<file path="config.mk">
export PLATFORM = sky130hd
export DESIGN_NAME = led_breathe_pwm
export DESIGN_NICKNAME = d
export VERILOG_FILES = /design/src/rtl/led_breathe_pwm.sv
export SDC_FILE = /design/constraint.sdc
export NUM_CORES = 1
export LEC_CHECK = 0
export ABC_AREA = 1
export BUFFER_PORTS_ARGS = -buffer_cell sky130_fd_sc_hd__buf_2
export CELL_PAD_IN_SITES_DETAIL_PLACEMENT = 1
export CELL_PAD_IN_SITES_GLOBAL_PLACEMENT = 2
export CORE_ASPECT_RATIO = 1.75
export CORE_MARGIN = 5
export CORE_UTILIZATION = 30
export CTS_CLUSTER_DIAMETER = 50
export DETAILED_ROUTE_END_ITERATION = 12
export GPL_TIMING_DRIVEN = 0
export PLACE_DENSITY = 0.72
export SLEW_MARGIN = 30
export SYNTH_ARGS = -nofsm -noshare
export SYNTH_HDL_FRONTEND = slang
export SYNTH_SLANG_ARGS = --single-unit
</file>
<file path="constraint.sdc">
create_clock -name clk -period 2.05 [get_ports clk]
set_clock_uncertainty 0.15 [all_clocks]
set_input_delay 0.3075 -clock clk [delete_from_list [all_inputs] [get_ports clk]]
set_output_delay 0.3075 -clock clk [all_outputs]
set_load 0.005 [all_outputs]
</file>
<file path="src/rtl/led_breathe_pwm.sv">
// led_breathe_pwm
//   Drives one LED with PWM in one of four modes: OFF, ON, BLINK or BREATHE.
//   BREATHE ramps the duty linearly up and down. BLINK toggles the duty between
//   0 and MAX. Both advance on ticks from the upstream divider.
//   Mode requests use a valid/ready handshake. A request takes effect only on a
//   PWM period boundary (pwm_cnt == MAX), so the LED never changes mid-period.
//   At most one tick is applied per period; extra ticks in the same period are
//   merged into that one advance.
//
//   Optional build macro: LED_BREATHE_GAMMA_EN
//     Defined:     the compare value is (duty*duty) >> PWM_BITS, held in a
//                  register. This gives a perceptually smoother fade and adds one
//                  cycle between a duty change and the compare. MAX maps to
//                  MAX-1. ON mode is not affected.
//     Not defined: the compare value is the duty itself.

module led_breathe_pwm #(
    parameter int PWM_BITS = 8,
    parameter int STEP     = 4
) (
    input  logic                clk,
    input  logic                rst,
    input  logic                tick,
    input  logic [1:0]          mode,
    input  logic                mode_valid,
    output logic                mode_ready,
    output logic                led0,
    output logic [PWM_BITS-1:0] level,
    output logic                period_end
);

    localparam logic [PWM_BITS-1:0] MAX    = {PWM_BITS{1'b1}};
    localparam logic [PWM_BITS:0]   MAX_W  = {1'b0, MAX};
    localparam logic [PWM_BITS:0]   STEP_W = (PWM_BITS+1)'(STEP);

    typedef enum logic [1:0] {
        MODE_OFF     = 2'b00,
        MODE_ON      = 2'b01,
        MODE_BLINK   = 2'b10,
        MODE_BREATHE = 2'b11
    } mode_t;

    typedef enum logic {
        DIR_UP   = 1'b0,
        DIR_DOWN = 1'b1
    } dir_t;

    logic [PWM_BITS-1:0] pwm_cnt_q, pwm_cnt_d;
    logic [PWM_BITS-1:0] duty_q, duty_d;
    dir_t                dir_q, dir_d;
    mode_t               cur_mode_q, cur_mode_d;
    mode_t               pend_mode_q, pend_mode_d;
    logic                tick_pend_q, tick_pend_d;
    logic                mode_ready_q, mode_ready_d;
    logic                led0_q, led0_d;
    logic                period_end_q, period_end_d;

    logic                boundary;
    logic                accept;
    logic                pend_flag;
    logic                tick_seen;
    logic                entering_anim;
    logic [PWM_BITS:0]   duty_w;
    logic [PWM_BITS:0]   sum_w;
    logic [PWM_BITS:0]   diff_w;
    logic [PWM_BITS-1:0] cmp;

    // A boundary is the last cycle of a PWM period.
    assign boundary  = (pwm_cnt_q == MAX);
    assign accept    = mode_valid && mode_ready_q;
    // A request is waiting to be applied whenever ready is low.
    assign pend_flag = !mode_ready_q;
    // A tick arriving on the boundary cycle itself counts for this period.
    assign tick_seen = tick_pend_q || tick;
    assign entering_anim = (pend_mode_q == MODE_BLINK) || (pend_mode_q == MODE_BREATHE);

    // The ramp arithmetic uses one extra bit, so a step can never wrap.
    assign duty_w = {1'b0, duty_q};
    assign sum_w  = duty_w + STEP_W;
    assign diff_w = duty_w - STEP_W;

    // PWM counter: free-running from 0 to MAX, then wraps to 0.
    always_comb begin
        pwm_cnt_d = pwm_cnt_q + 1'b1;
    end

    // Register for the PWM counter.
    always_ff @(posedge clk) begin
        if (rst) begin
            pwm_cnt_q <= '0;
        end else begin
            pwm_cnt_q <= pwm_cnt_d;
        end
    end

    // Handshake: capture the request and drop ready until the boundary applies it.
    always_comb begin
        mode_ready_d = mode_ready_q;
        pend_mode_d  = pend_mode_q;
        if (accept) begin
            mode_ready_d = 1'b0;
            pend_mode_d  = mode_t'(mode);
        end else if (boundary && pend_flag) begin
            mode_ready_d = 1'b1;
        end
    end

    // Registers for the handshake.
    always_ff @(posedge clk) begin
        if (rst) begin
            mode_ready_q <= 1'b1;
            pend_mode_q  <= MODE_OFF;
        end else begin
            mode_ready_q <= mode_ready_d;
            pend_mode_q  <= pend_mode_d;
        end
    end

    // Next-state logic for mode, duty, ramp direction and merged tick.
    // A pending mode change has priority over a tick at the boundary.
    always_comb begin
        cur_mode_d  = cur_mode_q;
        duty_d      = duty_q;
        dir_d       = dir_q;
        tick_pend_d = tick_pend_q || tick;
        if (boundary) begin
            if (pend_flag) begin
                cur_mode_d = pend_mode_q;
                duty_d     = '0;
                if (entering_anim) begin
                    // A new animation starts clean. A tick on this cycle is dropped.
                    dir_d       = DIR_UP;
                    tick_pend_d = 1'b0;
                end
            end else if (tick_seen) begin
                tick_pend_d = 1'b0;
                case (cur_mode_q)
                    MODE_BLINK: begin
                        duty_d = (duty_q == '0) ? MAX : '0;
                    end
                    MODE_BREATHE: begin
                        if (dir_q == DIR_UP) begin
                            if (sum_w >= MAX_W) begin
                                duty_d = MAX;
                                dir_d  = DIR_DOWN;
                            end else begin
                                duty_d = sum_w[PWM_BITS-1:0];
                            end
                        end else begin
                            if (duty_w <= STEP_W) begin
                                duty_d = '0;
                                dir_d  = DIR_UP;
                            end else begin
                                duty_d = diff_w[PWM_BITS-1:0];
                            end
                        end
                    end
                    default: begin
                        // OFF and ON ignore ticks.
                    end
                endcase
            end
        end
    end

    // State register for the breathe direction (UP/DOWN).
    always_ff @(posedge clk) begin
        if (rst) begin
            dir_q <= DIR_UP;
        end else begin
            dir_q <= dir_d;
        end
    end

    // Registers for mode, duty and the merged tick flag.
    always_ff @(posedge clk) begin
        if (rst) begin
            cur_mode_q  <= MODE_OFF;
            duty_q      <= '0;
            tick_pend_q <= 1'b0;
        end else begin
            cur_mode_q  <= cur_mode_d;
            duty_q      <= duty_d;
            tick_pend_q <= tick_pend_d;
        end
    end

`ifdef LED_BREATHE_GAMMA_EN
    logic [2*PWM_BITS-1:0] duty_sq;
    logic [PWM_BITS-1:0]   cmp_q;

    assign duty_sq = {{PWM_BITS{1'b0}}, duty_q} * {{PWM_BITS{1'b0}}, duty_q};

    // Squared compare value, registered to break the multiplier path.
    always_ff @(posedge clk) begin
        if (rst) begin
            cmp_q <= '0;
        end else begin
            cmp_q <= duty_sq[2*PWM_BITS-1:PWM_BITS];
        end
    end

    assign cmp = cmp_q;
`else
    assign cmp = duty_q;
`endif

    // LED compare. A duty of 0 gives constant low; MAX gives MAX high cycles per period.
    always_comb begin
        led0_d       = 1'b0;
        period_end_d = boundary;
        case (cur_mode_q)
            MODE_OFF: led0_d = 1'b0;
            MODE_ON:  led0_d = 1'b1;
            default:  led0_d = (pwm_cnt_q < cmp);
        endcase
    end

    // Output registers for the pin and the period strobe.
    always_ff @(posedge clk) begin
        if (rst) begin
            led0_q       <= 1'b0;
            period_end_q <= 1'b0;
        end else begin
            led0_q       <= led0_d;
            period_end_q <= period_end_d;
        end
    end

    assign led0       = led0_q;
    assign period_end = period_end_q;
    assign mode_ready = mode_ready_q;
    assign level      = duty_q;

endmodule

</file>
---- Yosys cells after proc, flatten, opt, wreduce, memory -nomap -nowiden ----
Cells that the tools add are included.
Widths: inputs -> output; s select.
storage, ports and cells
  register bits ........................... 25
  input port bits ......................... 6
  output and inout port bits .............. 11
  word-level logic and storage cells ...... 57
cells by class
  add/subtract/negate cells ............... 3
  magnitude comparators ................... 3
  equal/unequal tests ..................... 9
  multiplexer cells ....................... 20
  bitwise operators ....................... 1
  reductions and logical operators ........ 12
operator list
  cell                 count
  $mux 8               6
  $pmux 8 s2           1
  $mux 1               12
  $add 8x3->9 const B  1
  $ge 9x8->1 const B   1
  $add 8x1->8 const B  1
  $eq 2x2->1 const B   4
  $eq 8x8->1 const B   1
  $le 8x3->1 const B   1
  $logic_not 8->1      1
  $lt 8x8->1           1
  $sub 8x3->8 const B  1
  $ne 2x1->1 const B   2
  $reduce_and 4->1     1
  $reduce_bool 2->1    2
  $ne 3x1->1 const B   1
  $reduce_and 3->1     1
  $eq 2x1->1 const B   1
  $logic_and 1x1->1    2
  $logic_not 2->1      1
  $logic_or 1x1->1     2
  $pmux 1 s2           1
  $reduce_and 2->1     1
  $logic_not 1->1      1
  $not 1->1            1

---- Longest topological paths before layout ----
  word-level depth ........................ 7
  gate-level depth with buffers ........... 12
  mapped depth without buffers ............ 12

---- Least setup slack after synthesis ----
No wires, ideal clock.
  path kind ............................... reg2reg
  start ................................... reg duty_q[2], in the netlist level[2]
  end ..................................... reg duty_q[6], in the netlist level[6]
  setup time .............................. 0.067 ns
  data arrival time ....................... 1.606 ns
  data required time ...................... 1.833 ns
  path slack .............................. 0.227 ns
  stages on the path, launching flop included .. 13
  path buffers ............................ 0
  clock period less this slack ............ 1.823 ns
  cell sequence ........................... dfxtp_1 inv_1 ha_1 inv_1 o21bai_1 nand2_1 nor2_1 nand2_1 nand4_1 nand2_1 nand2_1 nand2_1 a21oi_2
between the ends
  longest elaborated chain between the ends .. 7
  elaborated cells between the ends (all ways) .. 12
  classes of those cells .................. add/sub (2); order compare (2); mux (7); reduce/logical (1)
RTL lines
  what                    RTL line  source
  start, declared         49        logic [PWM_BITS-1:0] duty_q, duty_d;
  start signal, assigned  183       duty_q <= duty_d;
  $add 8x3->9             79        assign sum_w = duty_w + STEP_W;
  $ge 9x8->1              143       if (sum_w >= MAX_W) begin
  $mux 8                  143
  $mux 8                  142       if (dir_q == DIR_UP) begin
  $pmux 8 s2 *            137       case (cur_mode_q)
  $mux 8 *                135       end else if (tick_seen) begin
  $mux 8 *                127       if (pend_flag) begin
Every way passes the cells marked *; elsewhere a longest branch is shown, timed or not. The select of a mux whose other input is x is not followed.
A chain may end at the register's enable or synchronous reset.

---- Worst setup path in the final report ----
  start ................................... reg duty_q[2], in the netlist level[2]
  end ..................................... reg duty_q[0], in the netlist level[0]
The elaborated chain is that of the path after synthesis.

==> flow_summary.rst <==
.. list-table::
   :header-rows: 1

   * - Metric
     - Value
   * - Outcome
     - completed
   * - Num CTS Buffers
     - 3
   * - Total wire length
     - approximately 4.7 mm
   * - Largest net degree at the start of global routing
     - 14
   * - Setup violators final
     - 0
   * - WHS Endpoint
     - pend_mode_q[1]
   * - CP Launch Point
     - level[2]
   * - Net count reported at finish
     - 277
   * - Final instance area
     - ~1900 sq um
   * - DR pass1 iterations
     - 4
   * - RSZ-0062 raised after global routing
     - yes
   * - Filler cell count in the final layout
     - between 600 and 700
   * - Time the worst path needs with I/O delays and setup
     - between 2 and 2.5 ns
   * - Overall routing resource usage
     - 14.8%
   * - Average cell area after synthesis
     - 6.85 sq um
   * - Effective utilization at floorplan
     - 30.3%
   * - Clock latency reported for the late side of the worst-skew pair
     - 0.27 ns
   * - Post-Route Setup TNS
     - 0 ns
   * - Die extent in y
     - 106 um
   * - PortBufs
     - 16
   * - Maximum fanout along the worst path
     - 9
   * - Total congestion overflow after global routing
     - 0
   * - Final worst setup slack
     - between 0.04 and 0.05 ns
   * - Area of the mapped netlist
     - between 1500 and 2000 sq um
   * - Setup slack after placement
     - -0.336 ns
   * - Wire length of the first global-routing pass
     - 7.86 mm
   * - Placed inst area
     - roughly 1700 sq um
   * - Synth warnings
     - 0
   * - Sum of net half-perimeters after detailed placement
     - 3.69 mm
   * - R2R Setup Slk
     - around 0.043 ns
   * - Post-synth EDFFs
     - 0
   * - Slew at the pin closest to its max-slew limit
     - 0.571 ns
   * - Cell area power density
     - 465 nW/um^2
   * - Worst-case headroom to the max-slew limit
     - between 60 and 70%
   * - Via count
     - about 1.6k
   * - Highest Clock Rate
     - ~500 MHz
   * - Hold-critical path depth
     - 3
   * - Post-route ant nets
     - 0
   * - Number of global-route vias before repair
     - roughly 1.7k
   * - Data required, critical path
     - about 2.1 ns
   * - Nets in the synthesized netlist
     - 250
   * - Clock root buffer
     - sky130_fd_sc_hd__clkbuf_8
   * - Number of maximum-capacitance violations
     - 0
   * - Cells along the critical path
     - inv_2 > ha_4 > inv_1 > o21bai_1 > nand2_1 > nor2_2 > a21boi_1 > o21ai_0 > nand2_1 > a21oi_1
   * - Antenna fix cells
     - 0
   * - Clock Sinks
     - 24
   * - Hold Violations, Final
     - 0
   * - Most common cell on crit path
     - sky130_fd_sc_hd__nand2_1
   * - DRC violations left
     - 0
   * - Total count of max-transition violations in the final report
     - 0
   * - Final Wtd Congestion
     - approximately 0.81
   * - Die extent in x
     - 64.9 um
   * - Crit path buffers/inverters
     - 2
   * - Gate count of the mapped netlist
     - ~230
   * - Layout Area Growth over Synthesis
     - 18.2%
   * - Fraction of layout cells with a size suffix above 1
     - a little over a fifth
   * - CTS tree
     - done
   * - Peak ir drop on the vdd network
     - approximately 200 uV
   * - Antenna violations before repair
     - 0
   * - Sequential share of the synthesized area
     - 30.4%
   * - IO Pins
     - 17
   * - Netlist cell types
     - 28
   * - Standard cell core area
     - 5210 sq um
   * - Synth Flop Type
     - sky130_fd_sc_hd__dfxtp_1
   * - Detail-routed net length per standard cell
     - 14.9 um
   * - Htree depth
     - 1
   * - Avg Vias per Cell
     - between 4 and 5
   * - Crit share post-route
     - between 90% and 100%
   * - Clock transition at the registers of the reported paths
     - 0.09 ns
   * - Flops & latches, synth
     - 24
   * - Crit start category
     - flop
   * - Worst setup path class
     - reg -> reg
   * - Endpoint type of the worst setup path
     - flop
   * - Startpoint of the most critical register-to-register path
     - level[2]
   * - Worst Hold Launch
     - mode[1]
   * - Die area
     - between 6000 and 7000 sq um
   * - Cell Rows
     - 35
   * - Leak
     - 0.808 nW
   * - Cell depth of the worst flop-to-flop path
     - 10
   * - Class of the tightest hold or removal check
     - in -> reg
   * - Critical-path cell with the highest stage delay
     - sky130_fd_sc_hd__dfxtp_4
   * - Proportion of synthesized flip-flops having asynchronous set or reset
     - 0%
   * - Bufs on Longest Clock Path
     - 2
   * - First DRT Iteration DRCs
     - 70
   * - Family with the most delay on the worst path
     - compound AO/OA/AOI/OAI gates
   * - Critical Path Max Stage Delay
     - around 0.39 ns
   * - Endpoint of the worst register-to-register path
     - level[0]
   * - Arrival @ worst endpoint
     - approximately 2.1 ns
==> cells by family (layout without fill, tap and decap cells) <==
family / count (synthesis) / count (layout) / synth area share, %
AOI/OAI and AO/OA: 43 / 43 / 15.0
xor gates and xnor gates: 3 / 3 / 1.66
adders and majority gates: 13 / 13 / 10.3
buffers and inverters: 37 / 63 / 9.49
DFF: 24 / 24 / 30.4
and+or+nand+nor: 111 / 111 / 33.1
==> placed cells by master (no fill, tap or decap), types with 2 or more instances in the layout <==
cell type                  instances
sky130_fd_sc_hd__nor2_4            4
sky130_fd_sc_hd__dfxtp_1          20
sky130_fd_sc_hd__nor2_2            4
sky130_fd_sc_hd__clkinv_1          2
sky130_fd_sc_hd__o21bai_1          2
sky130_fd_sc_hd__nand3_1          12
sky130_fd_sc_hd__o21ai_1           4
sky130_fd_sc_hd__dfxtp_2           2
sky130_fd_sc_hd__ha_1             11
sky130_fd_sc_hd__buf_2            16
sky130_fd_sc_hd__o211ai_1          2
sky130_fd_sc_hd__nand2_2           4
sky130_fd_sc_hd__inv_1            25
sky130_fd_sc_hd__xor2_1            2
sky130_fd_sc_hd__a31oi_1           2
sky130_fd_sc_hd__nand2_1          47
sky130_fd_sc_hd__clkbuf_1          2
sky130_fd_sc_hd__inv_2             4
sky130_fd_sc_hd__nand4_1           9
sky130_fd_sc_hd__buf_4             9
sky130_fd_sc_hd__dfxtp_4           2
sky130_fd_sc_hd__nor2_1           28
sky130_fd_sc_hd__o21ai_0          13
sky130_fd_sc_hd__a21oi_1          17
sky130_fd_sc_hd__clkbuf_8          4
==> metal layers <==
metal | routed length (um) | global-route usage, % | vias to the layer above | share of wire [%]
met3 | 98 | 1.37 | 6 | 2.1
met5 | 0 | 0 | - | 0
met4 | 97 | 5.60 | 0 | 2.1
met2 | 2630 | 29.2 | 18 | 56
li1 | - | - | 807 | -
met1 | 1840 | 15.3 | 720 | 39
==> worst max path at each step <==
stage | to | slack [ns] | cells after the start
after floorplan | level[6] | 0.23 | 12
after global placement | level[6] | -0.34 | 12
after detailed placement | level[3] | -0.34 | 12
after CTS | level[0] | 0.0005 | 10
after global routing | level[0] | -0.05 | 10
final | level[0] | 0.04 | 10
==> Yosys cell counts, types with 3 or more instances <==
cell type | n | area [sq um]
sky130_fd_sc_hd__nand2_1 | 49 | 184
sky130_fd_sc_hd__nor2_1 | 30 | 113
sky130_fd_sc_hd__inv_1 | 27 | 101
sky130_fd_sc_hd__dfxtp_1 | 24 | 480
sky130_fd_sc_hd__a21oi_1 | 17 | 85.1
sky130_fd_sc_hd__o21ai_0 | 14 | 70.1
sky130_fd_sc_hd__ha_1 | 13 | 163
sky130_fd_sc_hd__nand3_1 | 12 | 60.1
sky130_fd_sc_hd__nand4_1 | 9 | 56.3
sky130_fd_sc_hd__nor2_4 | 4 | 45.0
sky130_fd_sc_hd__buf_4 | 3 | 22.5
sky130_fd_sc_hd__clkinv_1 | 3 | 11.3
sky130_fd_sc_hd__o21ai_1 | 3 | 15.0
==> sequential cells by signal, summed over array words and instances, names as in the netlist <==
register / count
tick_pend_q: 1
period_end: 1
level: 7
pend_mode_q: 2
dir_q: 1
cur_mode_q: 2
pwm_cnt_q: 8
mode_ready: 1
led0: 1
==> report_power, final <==
group	switching [mW]	internal (mW)	leakage, nW
clock	0.155	0.172	0.0288
combinational	0.0354	0.0208	0.582
sequential	0.0113	0.475	0.197
==> area by class of cell <==
| type | count | area (sq um) | share of cell area [%] |
|---|---|---|---|
| multi-input combinational | 170 | 976 | 52.2 |
| buffer | 5 | 30.0 | 1.61 |
| clock buffer | 4 | 55.1 | 2.95 |
| sequential | 24 | 490 | 26.2 |
| timing repair buffer | 22 | 125 | 6.69 |
| inverter | 32 | 124 | 6.63 |
| tap | 55 | 68.8 | 3.68 |
==> worst min-delay path, cell delays in order <==
cell	delay, ns
sky130_fd_sc_hd__buf_2	0.07
sky130_fd_sc_hd__o21ai_0	0.07
sky130_fd_sc_hd__nor2_1	0.07
==> metrics by stage <==
step	cells	hold slack (ns)	total power [mW]	util (%)
final	312	0.129	0.869	35.9
after floorplan	231	0.227	0.535	-
after global routing	312	0.147	0.921	35.9
after CTS	308	0.125	0.888	34.8
after detailed placement	302	0.306	0.558	33.2
after global placement	302	0.288	0.556	33.2
==> timing repair <==
| action | CTS | global route |
|---|---|---|
| setup buffers | 2 | 4 |
| gates cloned | 0 | 0 |
| pin swaps | 1 | 5 |
| resized for setup | 7 | 9 |
| hold buffers | 0 | 0 |
| setup endpoints to repair | 7 | 6 |
Note: power is estimated with default switching activity, not from simulation.
